===== config.mk =====
export PLATFORM = sky130hd
export DESIGN_NAME = mem_ctrl
export DESIGN_NICKNAME = d
export VERILOG_FILES = /design/src/rtl/mem_ctrl_pkg.sv /design/src/rtl/mem_ctrl_ls_align.sv /design/src/rtl/mem_ctrl.sv
export SDC_FILE = /design/constraint.sdc
export NUM_CORES = 1
export LEC_CHECK = 0
export ABC_AREA = 1
export CORE_MARGIN = 3
export CORE_UTILIZATION = 46
export DETAILED_ROUTE_END_ITERATION = 12
export GPL_TIMING_DRIVEN = 0
export MAX_ROUTING_LAYER = met4
export PLACE_DENSITY = 0.95
export SLEW_MARGIN = 30
export SYNTH_ARGS = -nofsm -noshare
export SYNTH_HDL_FRONTEND = slang
export SYNTH_SLANG_ARGS = --single-unit

===== constraint.sdc =====
create_clock -name clk_in -period 4.6 [get_ports clk_in]
set_clock_uncertainty 0.05 [all_clocks]
set_input_delay 0.92 -clock clk_in [delete_from_list [all_inputs] [get_ports clk_in]]
set_output_delay 0.92 -clock clk_in [all_outputs]
set_load 0.1 [all_outputs]

===== src/rtl/mem_ctrl_pkg.sv =====
// Shared definitions for mem_ctrl: width codes, FSM encodings, IO region test bits,
// and the lane-selection helper used by the load/store aligner.
package mem_ctrl_pkg;

   localparam int unsigned ADDR_W = 32;
   localparam int unsigned DATA_W = 32;

   localparam logic [1:0] WIDTH_B = 2'b00;
   localparam logic [1:0] WIDTH_H = 2'b01;
   localparam logic [1:0] WIDTH_W = 2'b10;

   // IO space is any byte address whose bits [IO_HI:IO_LO] equal IO_TAG
   localparam int unsigned IO_HI  = 17;
   localparam int unsigned IO_LO  = 16;
   localparam logic [1:0]  IO_TAG = 2'b11;

   typedef enum logic [1:0] {
      IF_IDLE = 2'd0,
      IF_WAIT = 2'd1,
      IF_DONE = 2'd2
   } if_state_t;

   typedef enum logic [2:0] {
      LS_IDLE  = 3'd0,
      LS_RD    = 3'd1,
      LS_WR    = 3'd2,
      LS_MERGE = 3'd3,
      LS_DONE  = 3'd4
   } ls_state_t;

   // Byte lane of an access; misaligned halves/words are forced down, IO always lane 0
   function automatic logic [1:0] lane_of(input logic [1:0] width,
                                          input logic [1:0] offset,
                                          input logic       io);
      logic [1:0] lane;
      lane = 2'b00;
      if (!io) begin
         case (width)
            WIDTH_B: lane = offset;
            WIDTH_H: lane = {offset[1], 1'b0};
            default: lane = 2'b00;
         endcase
      end
      return lane;
   endfunction

endpackage


===== src/rtl/mem_ctrl_ls_align.sv =====
// Combinational lane logic for mem_ctrl: load extract/extend and sub-word store merge.
module mem_ctrl_ls_align
   import mem_ctrl_pkg::*;
(
   input  logic [1:0]        width,
   input  logic              sgn,
   input  logic              io,
   input  logic [1:0]        offset,
   input  logic [DATA_W-1:0] word,
   input  logic [DATA_W-1:0] wdata,
   output logic [DATA_W-1:0] load_c,
   output logic [DATA_W-1:0] merge_c
);

   logic [4:0]        sh;
   logic [DATA_W-1:0] lane_word;
   logic [DATA_W-1:0] mask;
   logic [DATA_W-1:0] mask_sh;

   always_comb begin
      sh        = {lane_of(width, offset, io), 3'b000};
      lane_word = word >> sh;
      load_c    = lane_word;
      mask      = '1;
      case (width)
         WIDTH_B: begin
            mask   = DATA_W'(32'h0000_00FF);
            load_c = {{24{sgn & lane_word[7]}}, lane_word[7:0]};
         end
         WIDTH_H: begin
            mask   = DATA_W'(32'h0000_FFFF);
            load_c = {{16{sgn & lane_word[15]}}, lane_word[15:0]};
         end
         default: ;
      endcase
      mask_sh = mask << sh;
      merge_c = (word & ~mask_sh) | ((wdata << sh) & mask_sh);
   end

endmodule


===== src/rtl/mem_ctrl.sv =====
// Memory-side responder: fetches on RAM port A, loads/stores (with sub-word RMW) on port B.
// Optional MEM_CTRL_RDY_EN adds rdy_in, which freezes the whole block while low.
module mem_ctrl
   import mem_ctrl_pkg::*;
#(
   parameter int unsigned MEM_ADDR_WIDTH = ADDR_W,
   parameter int unsigned MEM_DATA_WIDTH = DATA_W
) (
   input  logic                      clk_in,
   input  logic                      rst_in,
`ifdef MEM_CTRL_RDY_EN
   input  logic                      rdy_in,
`endif
   input  logic                      if_valid,
   input  logic [MEM_ADDR_WIDTH-1:0] if_addr,
   input  logic                      if_flush,
   output logic                      if_done,
   output logic [MEM_DATA_WIDTH-1:0] if_data,
   input  logic                      ls_valid,
   input  logic                      ls_we,
   input  logic [1:0]                ls_width,
   input  logic                      ls_signed,
   input  logic [MEM_ADDR_WIDTH-1:0] ls_addr,
   input  logic [MEM_DATA_WIDTH-1:0] ls_wdata,
   output logic                      ls_done,
   output logic [MEM_DATA_WIDTH-1:0] ls_rdata,
   output logic [MEM_ADDR_WIDTH-1:0] mem_addr_a,
   input  logic [MEM_DATA_WIDTH-1:0] mem_data_a,
   output logic                      mem_wr_b,
   output logic [MEM_DATA_WIDTH-1:0] mem_src_b,
   output logic [MEM_ADDR_WIDTH-1:0] mem_addr_b,
   input  logic [MEM_DATA_WIDTH-1:0] mem_data_b
);

   localparam int unsigned AW = MEM_ADDR_WIDTH;
   localparam int unsigned DW = MEM_DATA_WIDTH;

   logic run;
`ifdef MEM_CTRL_RDY_EN
   assign run = rdy_in;
`else
   assign run = 1'b1;
`endif

   // Fetches are word-aligned by contract
   logic unused_if_low;
   assign unused_if_low = ^if_addr[1:0];

   // ---------------- fetch path ----------------
   if_state_t      if_state, if_state_nx;
   logic [AW-1:0]  addr_a_q, addr_a_nx;
   logic [DW-1:0]  if_data_q, if_data_nx;
   logic           if_done_q, if_done_nx;

   always_ff @(posedge clk_in) begin
      if (rst_in)   if_state <= IF_IDLE;
      else if (run) if_state <= if_state_nx;
   end

   always_comb begin
      if_state_nx = if_state;
      case (if_state)
         IF_IDLE: if (if_valid && !if_flush) if_state_nx = IF_WAIT;
         IF_WAIT: if_state_nx = if_flush ? IF_IDLE : IF_DONE;
         IF_DONE: if_state_nx = IF_IDLE;
         default: if_state_nx = IF_IDLE;
      endcase
   end

   always_comb begin
      addr_a_nx  = addr_a_q;
      if_data_nx = if_data_q;
      if_done_nx = 1'b0;
      case (if_state)
         IF_IDLE: if (if_valid && !if_flush) addr_a_nx = {2'b00, if_addr[AW-1:2]};
         IF_WAIT: if (!if_flush) begin
            if_data_nx = mem_data_a;
            if_done_nx = 1'b1;
         end
         default: ;
      endcase
   end

   always_ff @(posedge clk_in) begin
      if (rst_in) begin
         addr_a_q  <= '0;
         if_data_q <= '0;
         if_done_q <= 1'b0;
      end else if (run) begin
         addr_a_q  <= addr_a_nx;
         if_data_q <= if_data_nx;
         if_done_q <= if_done_nx;
      end
   end

   // A flush in the done cycle still suppresses the pulse
   assign if_done    = if_done_q & ~if_flush;
   assign if_data    = if_data_q;
   assign mem_addr_a = addr_a_q;

   // ---------------- load/store path ----------------
   ls_state_t      ls_state, ls_state_nx;
   logic [AW-1:0]  addr_b_q, addr_b_nx;
   logic [DW-1:0]  src_b_q, src_b_nx;
   logic [DW-1:0]  rdata_q, rdata_nx;
   logic           wr_q, wr_nx;
   logic           ls_done_q, ls_done_nx;
   logic           ls_io, ls_sub, ls_direct;
   logic [DW-1:0]  load_c, merge_c;

   assign ls_io     = (ls_addr[IO_HI:IO_LO] == IO_TAG);
   assign ls_sub    = (ls_width == WIDTH_B) || (ls_width == WIDTH_H);
   // Word stores and all IO stores write straight through without a read
   assign ls_direct = ls_we && (ls_io || !ls_sub);

   mem_ctrl_ls_align u_align (
      .width   (ls_width),
      .sgn     (ls_signed),
      .io      (ls_io),
      .offset  (ls_addr[1:0]),
      .word    (mem_data_b),
      .wdata   (ls_wdata),
      .load_c  (load_c),
      .merge_c (merge_c)
   );

   always_ff @(posedge clk_in) begin
      if (rst_in)   ls_state <= LS_IDLE;
      else if (run) ls_state <= ls_state_nx;
   end

   always_comb begin
      ls_state_nx = ls_state;
      case (ls_state)
         LS_IDLE:  if (ls_valid) ls_state_nx = ls_direct ? LS_WR : LS_RD;
         LS_RD:    ls_state_nx = ls_we ? LS_MERGE : LS_DONE;
         LS_MERGE: ls_state_nx = LS_DONE;
         LS_WR:    ls_state_nx = LS_IDLE;
         LS_DONE:  ls_state_nx = LS_IDLE;
         default:  ls_state_nx = LS_IDLE;
      endcase
   end

   always_comb begin
      addr_b_nx  = addr_b_q;
      src_b_nx   = src_b_q;
      rdata_nx   = rdata_q;
      wr_nx      = 1'b0;
      ls_done_nx = 1'b0;
      case (ls_state)
         LS_IDLE: if (ls_valid) begin
            addr_b_nx = {2'b00, ls_addr[AW-1:2]};
            if (ls_direct) begin
               wr_nx      = 1'b1;
               ls_done_nx = 1'b1;
               src_b_nx   = ls_wdata;
               rdata_nx   = '0;
            end
         end
         LS_RD: begin
            if (ls_we) begin
               wr_nx    = 1'b1;
               src_b_nx = merge_c;
            end else begin
               rdata_nx   = load_c;
               ls_done_nx = 1'b1;
            end
         end
         LS_MERGE: begin
            ls_done_nx = 1'b1;
            rdata_nx   = '0;
         end
         default: ;
      endcase
   end

   always_ff @(posedge clk_in) begin
      if (rst_in) begin
         addr_b_q  <= '0;
         src_b_q   <= '0;
         rdata_q   <= '0;
         wr_q      <= 1'b0;
         ls_done_q <= 1'b0;
      end else if (run) begin
         addr_b_q  <= addr_b_nx;
         src_b_q   <= src_b_nx;
         rdata_q   <= rdata_nx;
         wr_q      <= wr_nx;
         ls_done_q <= ls_done_nx;
      end
   end

`ifdef MEM_CTRL_RDY_EN
   assign mem_wr_b = wr_q & rdy_in;
`else
   assign mem_wr_b = wr_q;
`endif
   assign mem_src_b  = src_b_q;
   assign mem_addr_b = addr_b_q;
   assign ls_done    = ls_done_q;
   assign ls_rdata   = rdata_q;

endmodule


# ---- Word level (Yosys, flattened, before mapping)
# Cells that the tools add are included.
dict set report totals {
  n_memories 0
  input_bits 169
  wordCells 75
  ram_bits 0
  out_inout_bits 163
  regBits 164
  latch_bits 0
  mem_bits_ro 0
}
dict set report op_classes {
  n_mux 26
  n_eq_ne 10
  n_div 0
  n_addsub 0
  magnitude_cmp 0
  multipliers 0
  n_bitwise 9
  reduce_logical 17
  shifts 3
}
# operator n
set ops {}
lappend ops {{two-way mux 32 bit} 6}
lappend ops {{one-hot mux 32 bit (2 select lines)} 3}
lappend ops {{one-hot mux 32 bit (3 select lines)} 1}
lappend ops {{bitwise AND 32 bit} 2}
lappend ops {{left shift 32 x 5 -> 32 bit} 2}
lappend ops {{inverter 32 bit} 1}
lappend ops {{bitwise OR 32 bit} 1}
lappend ops {{right shift 32 x 5 -> 32 bit} 1}
lappend ops {{!= test 2 bit, second input constant} 5}
lappend ops {{one-hot mux 3 bit (3 select lines)} 1}
lappend ops {{two-way mux 2 bit} 4}
lappend ops {{one-hot mux 2 bit (2 select lines)} 2}
lappend ops {{AND reduction 4 bit} 2}
lappend ops {{two-way mux 3 bit} 2}
lappend ops {{AND reduction 2 bit} 3}
lappend ops {{two-way mux 1 bit} 5}
lappend ops {{== test 2 x 1 -> 1 bit, second input constant} 2}
lappend ops {{zero test 2 bit} 2}
lappend ops {{bitwise AND 1 bit} 3}
lappend ops {{== test 3 x 1 -> 1 bit, second input constant} 1}
lappend ops {{== test 3 x 2 -> 1 bit, second input constant} 1}
lappend ops {{zero test 3 bit} 1}
lappend ops {{one-hot mux 1 bit (3 select lines)} 1}
lappend ops {{nonzero test 3 bit} 1}
lappend ops {{8 further kinds} 12}

# ---- Logic depth before layout (Yosys ltp)
# Gate-level depths: netlist of run 1.
dict set report logic_depth {
  depth_word 9
  mapped_depth 12
  ltp_nobuf 11
}

# ---- Modules after synthesis
# Synthesis of run 1 repeated with hierarchy kept, for this count alone.
dict set report hier_totals {
  cells_unflattened 1383
  area_unflattened_um2 8664.6
}
# module cells_per_inst seq_area_each_um2 n_inst area_per_inst_um2
set modules_own_cells {}
lappend modules_own_cells {mem_ctrl 1033 3283.1 1 6904.1}
lappend modules_own_cells {mem_ctrl_ls_align 350 0.0 1 1760.4}

# ---- Worst setup path before layout of run 1
# No wires, ideal clock.
dict set report synth_path {
  kind {input port to output port}
  start {in if_flush}
  end {out if_done}
  required_ps 3630
  path_buffers 0
  stages 1
  path_slack_ps 1457
  t_arrival_ps 2173
  cell_sequence {nor2_1}
}
dict set report synth_via {
  elab_chain_cells 2
}
# item line_no
set synth_lines {}
lappend synth_lines {{start, declared} mem_ctrl.sv:16} ;# input logic if_flush,
lappend synth_lines {{inverter 1 bit (no line)} n/a}
lappend synth_lines {{bitwise AND 1 bit} mem_ctrl.sv:97} ;# assign if_done = if_done_q & ~if_flush;
lappend synth_lines {{end, declared} mem_ctrl.sv:17} ;# output logic if_done,
# No other way between the ends.

# ---- Worst setup path after layout of run 1
# Ends and elaborated chain as after synthesis.

==> results of run 1 <==
## layout make-up
type | instances | area [um2] | area share (%)
plain buffers | 82 | 387 | 3.34
clock buffers | 18 | 429 | 3.71
clock inverters | 14 | 200 | 1.73
inverters | 63 | 236 | 2.04
multi-input cells | 784 | 3560 | 30.8
flip-flops and latches | 164 | 3280 | 28.4
well taps | 211 | 264 | 2.28
repair buffers | 323 | 3210 | 27.7
## cells by family after synthesis
group           Yosys count
compound gates          274
buf+inv                 145
flops                   164
other cells               1
simple gates            506
## power by group through the flow
stage	Sequential [mW]	Combinational (mW)	Clock, mW
6_report	1.58	1.57	1.53
5_1_grt	1.58	1.64	1.60
4_1_cts	1.57	1.56	1.54
3_5_place_dp	1.60	1.55	0
3_3_place_gp	1.60	1.54	0
2_1_floorplan	2.28	0.382	0
## flip-flops by register name, indices dropped and copies added (netlist names)
signal	cells
if_data	32
ls_rdata	32
mem_src_b	32
mem_addr_a	30
mem_addr_b	30
ls_state	3
if_state	2
if_done_q	1
ls_done	1
mem_wr_b	1
## cell usage after synthesis, drive strengths merged
master	number
nor3	8
dfxtp	164
nor4	2
o211ai	24
conb	1
nor2	175
nand4	3
inv	63
o21ai	116
clkbuf	54
a211oi	8
buf	28
nand3	86
nand2	232
a21oi	126
## critical path: stages
cell             delay, ns
clkdlybuf4s50_1       0.44
nor2_1                0.11
clkdlybuf4s50_1       1.16
## routing by layer
layer | track usage [%] | share of wire (%) | vias to the layer above
met5 | - | 0 | -
met4 | 14.7 | 3.8 | 0
met2 | 56.3 | 48 | 500
met3 | 7.67 | 9.2 | 80
li1 | - | - | 4256
met1 | 40.9 | 39 | 4039
## stage by stage
| step | power [mW] | hold slack (ns) | setup slack [ns] | utilization [%] | cell area [um2] |
|---|---|---|---|---|---|
| floorplan | 2.67 | 0.457 | 1.46 | - | 7470 |
| detailed placement | 3.16 | 0.403 | 0.989 | 70.5 | 10900 |
| global placement | 3.14 | 0.398 | 0.993 | 70.5 | 11000 |
| global route | 4.83 | 0.429 | 0.933 | 74.4 | 11600 |
| CTS | 4.68 | 0.413 | 0.992 | 74.5 | 11600 |
| finish | 4.68 | 0.416 | 1.00 | 74.4 | 11600 |
## worst paths after layout
check	startpoint	endpoint	cells past startpoint
max	if_flush	if_done	3
min	ls_rdata[18]	ls_rdata[18]	2
max reg2reg	ls_state[1]	mem_src_b[14]	9
min reg2reg	ls_rdata[18]	ls_rdata[18]	2
==> metrics.md, run 1 <==
| Metric | Value |
|---|---|
| Status | `finished, final reports clean` |
| Complex-gate fraction of the synthesized area | `19.6%` |
| Dpl cells | `1627` |
| Max-cap viol count | `0` |
| Final #Nets | `1604` |
| Critical path capture point type | `output pin` |
| GRT Util Overall | `34.4%` |
| Crit start category | `input pin` |
| DRT iter0 DRCs | `777` |
| Worst Hold Class | `reg2reg` |
| Num ports | `332` |
| Antenna fix cells | `0` |
| Gate Count Post-Synth | `1090` |
| Final setup viols | `0` |
| Worst Tran Pin Value | `1.03 ns` |
| Gr ovfl total | `0` |
| Worst R2R Setup Slack | `2.50 ns` |
| Layout fillers | `1193` |
| Leakage | `4.68 nW` |
| PortBufs | `323` |
| P_sw | `1.82 mW` |
| Sw frac | `38.9%` |
| DR WL/cell | `18.5 um` |
| Die Width | `133 um` |
| Setup TNS | `0 ns` |
| DR vias/cell | `5.35` |
| Slew headroom | `30.8%` |
| Combinational fraction of design power | `33.6%` |
| Post-CTS Hold Buffers | `0` |
| Sequential cell area fraction in the yosys report | `44.0%` |
| Synthesis-to-finish area growth | `55.2%` |
| Post-cts gate resize count | `0` |
| Crit path max fanout | `3` |
| Total wire length | `30.7 mm` |
| Clk buf depth | `2` |
| Htree depth | `4` |
| Row cnt | `45` |
| Dpl hpwl | `24.0 mm` |
| DRC viols | `0` |
| Area leader, netlist | `dfxtp_1` |
| Core ar. | `15500 um2` |
| Worst-Skew Late Latency | `0.43 ns` |
| Share of the synthesized area in the top cell type | `44.0%` |
| Unrepaired setup endpoints after global routing | `false` |
| Cell variety after synth | `26` |
| Final Critical Period | `3.60 ns` |
| Final Hold Vio Count | `0` |
| Pins over their slew limit | `0` |
| Initial antenna violation count | `0` |
| Post-CTS Setup Bufs | `0` |
| Most frequent cells in the layout | `clkdlybuf4s50_1, nand2_1, nor2_1` |
| Yosys warning count | `0` |
| Mux cell area share after synthesis | `0%` |
| Vias | `8875` |
| First-pass GRT wire length | `46.7 mm` |
| Root Driver | `clkbuf_16` |
| Critical Path RT | `3.63 ns` |
| Die area | `17800 um2` |
| Simple-gate share of the synthesized area | `27.9%` |
| Die Height | `133 um` |
| Initial Util | `48.0%` |
| Vias in the first global route | `8657` |
| Post-Synth Adder-Cell Area | `0%` |
| Tcrit/Tclk final | `78.2%` |
| Commonest non-fill, non-tap cell in the layout | `clkdlybuf4s50_1` |
| #FFs+latches synth | `164` |
| Final ANT Viol Nets | `0` |
| Peak supply drop | `0.331 mV` |
| Sink Count | `164` |
| XOR/XNOR Fraction of Synth Area | `0%` |
| Pin count of the biggest net entering global routing | `17` |
| Synthesized area per cell | `6.84 um2` |
| Layout cells sized above 1 | `5.80%` |
| Combinational family with the most area after synthesis | `simple AND/OR/NAND/NOR gates` |
| Worst-path clk slew | `0.06 ns` |
| CTS Buf Count | `17` |
| Synth area leaders | `dfxtp_1, nand2_1, nor2_1` |
| TritonCTS clock tree | `done` |
| Final Non-Filler Cells | `1659` |
| Clk pwr share | `32.8%` |
| Pwr dens | `404 nW/um2` |
| DRT Pass-1 Iters | `5` |
| Seq pwr share | `33.7%` |
| Critical path class | `in2out` |
| Global placement routability congestion | `0.995` |
| Peak Freq | `0.278 GHz` |
| Internal power | `2.86 mW` |
| CP arrival | `2.63 ns` |
| Mapped Area | `7450 um2` |
(Power assumes the default switching activity.)
==> run 2, diff against run 1 <==
Settings changed: CORE_UTILIZATION 46 to 42, PLACE_DENSITY 0.95 to 0.9.
Clock period 4.6 ns to 3.7 ns, I/O delays scaled along.
==> run 2 against run 1 <==
Compared with the run above:
- non-clock buffer count is the same
- die area is 9.1% higher
- combinational power increased by 24%
- via count is 0.78% lower
- flip-flop and latch count unchanged
- final area about the same
- first-iteration DRC count shrank 18%
- register-to-register slack got worse by 0.82 ns
- sequential power up 23%
- largest cell class unchanged
==> metrics.md, run 2 (synthesis gave the netlist of run 1 again) <==
| Metric | Value |
|---|---|
| Gr ovfl total | `0` |
| Final Critical Period | `2.78 ns` |
| Initial antenna violation count | `1` |
| Setup TNS | `0 ns` |
| Max-cap viol count | `0` |
| Final setup viols | `0` |
| Worst path bufs/invs | `1` |
| Crit path launch | `mem_src_b[0]` |
| Final Hold Vio Count | `0` |
| Worst-path clk slew | `0.07 ns` |
| Most frequent cells in the layout | `clkdlybuf4s50_1, nand2_1, nor2_1` |
| Clk buf depth | `2` |
| Pin count of the biggest net entering global routing | `17` |
| PortBufs | `323` |
| Final ANT Viol Nets | `0` |
| Peak Freq | `0.359 GHz` |
| Tcrit/Tclk final | `75.2%` |
| Final #Nets | `1604` |
| Critical path class | `reg2out` |
| First-pass GRT wire length | `45.5 mm` |
| GRT Util Overall | `30.3%` |
| Pins over their slew limit | `0` |
| TritonCTS clock tree | `done` |
| Slowest-stage cell, CP | `clkdlybuf4s50_1` |
| Placed cell areas | `11000 um2` |
| Unrepaired setup endpoints after global routing | `false` |
| Worst-Skew Late Latency | `0.42 ns` |
| Worst R2R Setup Slack | `1.68 ns` |
| Die Width | `139 um` |
| Leakage | `4.68 nW` |
| CTS Buf Count | `17` |
| Synthesis-to-finish area growth | `55.2%` |
| DR WL/cell | `17.7 um` |
| Root Driver | `clkbuf_16` |
| Row cnt | `48` |
| Crit path max fanout | `2` |
| Num ports | `332` |
| Worst Tran Pin Value | `1.04 ns` |
| DRT iter0 DRCs | `636` |
| Peak supply drop | `0.339 mV` |
| Critical path capture point type | `output pin` |
| Die area | `19400 um2` |
| Final Cell Area | `11600 um2` |
| Post-CTS Hold Buffers | `0` |
| Status | `finished, final reports clean` |
| Worst Hold Class | `reg2reg` |
| Slowest cell delay on critical path | `1.16 ns` |
| Total wire length | `29.6 mm` |
| Pwr dens | `500 nW/um2` |
| Core ar. | `17400 um2` |
| Crit-path leading delay family | `buffers and inverters` |
| Global placement routability congestion | `0.979` |
| RR Endpoint | `mem_src_b[13]` |
| Commonest non-fill, non-tap cell in the layout | `clkdlybuf4s50_1` |
| Sink Count | `164` |
| Post-CTS Setup Bufs | `0` |
| Crit Reg-Reg Startpoint | `ls_state[1]` |
| DRT Pass-1 Iters | `5` |
| Post-cts gate resize count | `0` |
| Crit start category | `flip-flop` |
| Crit-path cells | `clkdlybuf4s50_1` |
| DRC viols | `0` |
| Critical Path RT | `2.91 ns` |
| Dpl hpwl | `23.4 mm` |
| Reg2reg path depth | `9` |
| Worst path depth | `1` |
| Layout cells sized above 1 | `5.94%` |
| DR vias/cell | `5.26` |
| Vias | `8806` |
| Vias in the first global route | `8355` |
| Htree depth | `4` |
| Slew headroom | `30.6%` |
| CP arrival | `1.99 ns` |
| Worst Setup EP | `mem_src_b[0]` |
| Initial Util | `42.9%` |
| Die Height | `139 um` |
-- run 2: area by class of cell --
type,instances,area (um2)
well taps,225,282
multi-input cells,784,3560
inverters,63,236
flip-flops and latches,164,3280
clock buffers,18,429
fillers,1521,5790
diodes,1,2.50
plain buffers,82,387
repair buffers,323,3200
clock inverters,14,191
-- run 2: layer usage --
layer	global-route usage, %	vias to the layer above	wire, um
met5	-	-	0
li1	-	4267	-
met3	8.01	74	2340
met1	38.1	4038	12500
met4	11.5	0	1100
met2	46.8	427	13700
-- run 2: how the worst min path moves through the flow --
stage | from | depth (start not counted) | endpoint
2_1_floorplan | ls_state[2] | 1 | ls_state[2]
3_3_place_gp | mem_addr_b[15] | 2 | mem_addr_b[15]
3_5_place_dp | mem_addr_b[11] | 2 | mem_addr_b[11]
4_1_cts | mem_addr_b[11] | 2 | mem_addr_b[11]
5_1_grt | mem_addr_b[19] | 2 | mem_addr_b[19]
6_report | mem_addr_b[19] | 2 | mem_addr_b[19]
-- run 2: through the flow --
step	power, mW	hold WS (ns)	worst slack (ns)	cells	util [%]
finish	5.78	0.413	0.917	1674	66.7
global placement	3.91	0.398	0.414	1641	63.3
CTS	5.80	0.413	0.920	1673	66.8
detailed placement	3.92	0.403	0.634	1641	63.2
global route	5.99	0.427	0.877	1674	66.7
floorplan	3.31	0.457	0.917	1093	-
-- run 2: power by group --
part	switching [mW]	internal, mW
combinational	1.41	0.525
sequential	0.0643	1.89
clock	0.802	1.09
==> run 3, diff against run 2 <==
Settings changed: CORE_UTILIZATION 42 to 38, PLACE_DENSITY 0.9 to 0.87.
Clock period 3.7 ns to 2.2 ns, I/O delays scaled along.
==> run 3 against run 2 <==
Compared with the run above:
- combinational power rose by 62%
- sequential power rose by 68%
- register-to-register slack got worse by 1.5 ns
- cell count rose by 2.2%
- final area fell by 1.1%
- largest cell class is now multi-input combinational cells
- hold slack got worse by 0.0045 ns
- wire length rose by 0.16%
- core utilization fell by 6.5 points
- count of clock-buffer cells in the layout did not move
- via count fell by 0.72%
- non-clock buffer count rose by 1
==> metrics.md, run 3 (synthesis gave the netlist of run 1 again) <==
| Metric | Value |
|---|---|
| DRC viols | `0` |
| Die Width | `146 um` |
| Leakage | `5.32 nW` |
| Layout fillers | `1828` |
| Max-cap viol count | `0` |
| Critical path capture point type | `output pin` |
| Gr ovfl total | `0` |
| Final Non-Filler Cells | `1711` |
| RR Endpoint | `mem_src_b[13]` |
| Crit-path cells | `dlygate4sd2_1` |
| Critical Path RT | `1.71 ns` |
| Clk buf depth | `2` |
| Commonest non-fill, non-tap cell in the layout | `nand2_1` |
| Most frequent cells in the layout | `nand2_1, nor2_1, dfxtp_1, clkdlybuf4s50_1, dlygate4sd2_1` |
| TritonCTS clock tree | `done` |
| Htree depth | `4` |
| PortBufs | `323` |
| Core Util, Final | `60.2%` |
| Worst Setup EP | `ls_rdata[7]` |
| Total power | `9.46 mW` |
| Row cnt | `50` |
| Total wire length | `29.7 mm` |
| FF+latch area | `3280 um2` |
| Pre-CTS worst setup slack | `-0.488 ns` |
| Pwr dens | `826 nW/um2` |
| GRT Util Overall | `28.0%` |
| Crit path launch | `ls_rdata[7]` |
| Worst R2R Setup Slack | `0.15 ns` |
| Num ports | `332` |
| Vias | `8743` |
| Vias in the first global route | `8616` |
| Core ar. | `19000 um2` |
| Final Critical Period | `2.16 ns` |
| Dpl cells | `1676` |
| Slowest-stage cell, CP | `dlygate4sd2_1` |
| Global placement routability congestion | `1.03` |
| Worst Tran Pin Value | `1.01 ns` |
| Peak supply drop | `0.601 mV` |
| First-pass GRT wire length | `46.4 mm` |
| DRT Pass-1 Iters | `5` |
| Slew headroom | `32.8%` |
| DRT iter0 DRCs | `663` |
| Placed cell areas | `11000 um2` |
| Tcrit/Tclk final | `98.0%` |
| Crit Reg-Reg Startpoint | `ls_state[1]` |
| Layout cells sized above 1 | `6.63%` |
| Area of the multi-input gates | `3590 um2` |
| CP arrival | `1.67 ns` |
| Synthesis-to-finish area growth | `53.5%` |
| CTS Buf Count | `17` |
| Final setup viols | `0` |
| Peak Freq | `0.464 GHz` |
| Pins over their slew limit | `0` |
| Final ANT Viol Nets | `0` |
| Crit path max fanout | `2` |
| Worst path depth | `1` |
| Dpl hpwl | `23.6 mm` |
| Sink Count | `164` |
| DR vias/cell | `5.11` |
| Reg2reg path depth | `9` |
| Die area | `21300 um2` |
| Slowest cell delay on critical path | `0.87 ns` |
| Final setup margin | `0.0449 ns` |
| Post-CTS Hold Buffers | `0` |
| Initial antenna violation count | `2` |
| Initial Util | `39.2%` |
| Crit start category | `flip-flop` |
| Pin count of the biggest net entering global routing | `18` |
| Worst Hold Class | `reg2reg` |
| Final Hold Vio Count | `0` |
| Worst path bufs/invs | `1` |
| Status | `finished, final reports clean` |
| Worst-path clk slew | `0.07 ns` |
| Crit-path leading delay family | `buffers and inverters` |
| Final #Nets | `1605` |
| Critical path class | `reg2out` |
| Final Cell Area | `11400 um2` |
| Worst-Skew Late Latency | `0.42 ns` |
| DR WL/cell | `17.3 um` |
| Root Driver | `clkbuf_16` |
| Die Height | `146 um` |
[run 3: changes by cell type in the layout (fill, tap and decap cells not counted), moves of 3 or more]
cell | before | now
clkdlybuf4s50_1 | 316 | 164
dlygate4sd2_1 | 0 | 146
o21ai_0 | 115 | 108
o21ai_1 | 0 | 6
clkbuf_1 | 55 | 51
clkbuf_2 | 1 | 4
clkdlybuf4s15_1 | 0 | 3
clkinv_4 | 0 | 3
inv_8 | 2 | 5
[run 3: metal layers]
metal	wire length, um	vias to the layer above	share of wire (%)	global-route usage [%]
li1	-	4270	-	-
met1	12600	3990	43	35.5
met2	13600	420	46	44.2
met3	2440	63	8.2	5.65
met4	1020	0	3.4	10.8
met5	0	-	0	-
[run 3: repair_timing]
item | 4_1_cts | 5_1_grt
endpoints found under the hold margin | 0 | 0
gates resized for setup | 158 | 20
setup buffers | 0 | 1
endpoints found under the setup margin | 157 | 58
[run 3: cell type report]
| type | count | area share, % |
|---|---|---|
| antenna | 2 | 0.0437 |
| tap | 260 | 2.84 |
| multi-input combinational | 784 | 31.4 |
| timing repair buffer | 324 | 26.3 |
| buffer | 82 | 3.44 |
| inverter | 63 | 2.09 |
| clock buffer | 18 | 3.75 |
| sequential | 164 | 28.7 |
| clock inverter | 14 | 1.41 |
[run 3: through the flow]
step / hold WS (ns) / TNS (ns)
after floorplan: 0.457 / 0
after global placement: 0.397 / -27.82
final: 0.408 / 0
after global routing: 0.424 / -0.00376
after detailed placement: 0.402 / -28.60
after CTS: 0.410 / 0
[run 3: how the worst min path moves through the flow]
stage / start / cells after the start / slack [ns] / end
finish: ls_rdata[0] / 2 / 0.41 / ls_rdata[0]
global route: ls_rdata[18] / 2 / 0.42 / ls_rdata[18]
CTS: ls_rdata[0] / 2 / 0.41 / ls_rdata[0]
detailed placement: mem_addr_b[24] / 2 / 0.40 / mem_addr_b[24]
global placement: mem_addr_b[11] / 2 / 0.40 / mem_addr_b[11]
floorplan: ls_state[2] / 1 / 0.46 / ls_state[2]
[run 3: where the power goes]
group	switching, mW	leakage (nW)	total (mW)	internal, mW
clock network	1.42	0.284	3.04	1.62
registers	0.0993	1.34	3.27	3.17
logic	2.38	3.70	3.14	0.758
total	3.90	5.32	9.46	5.55
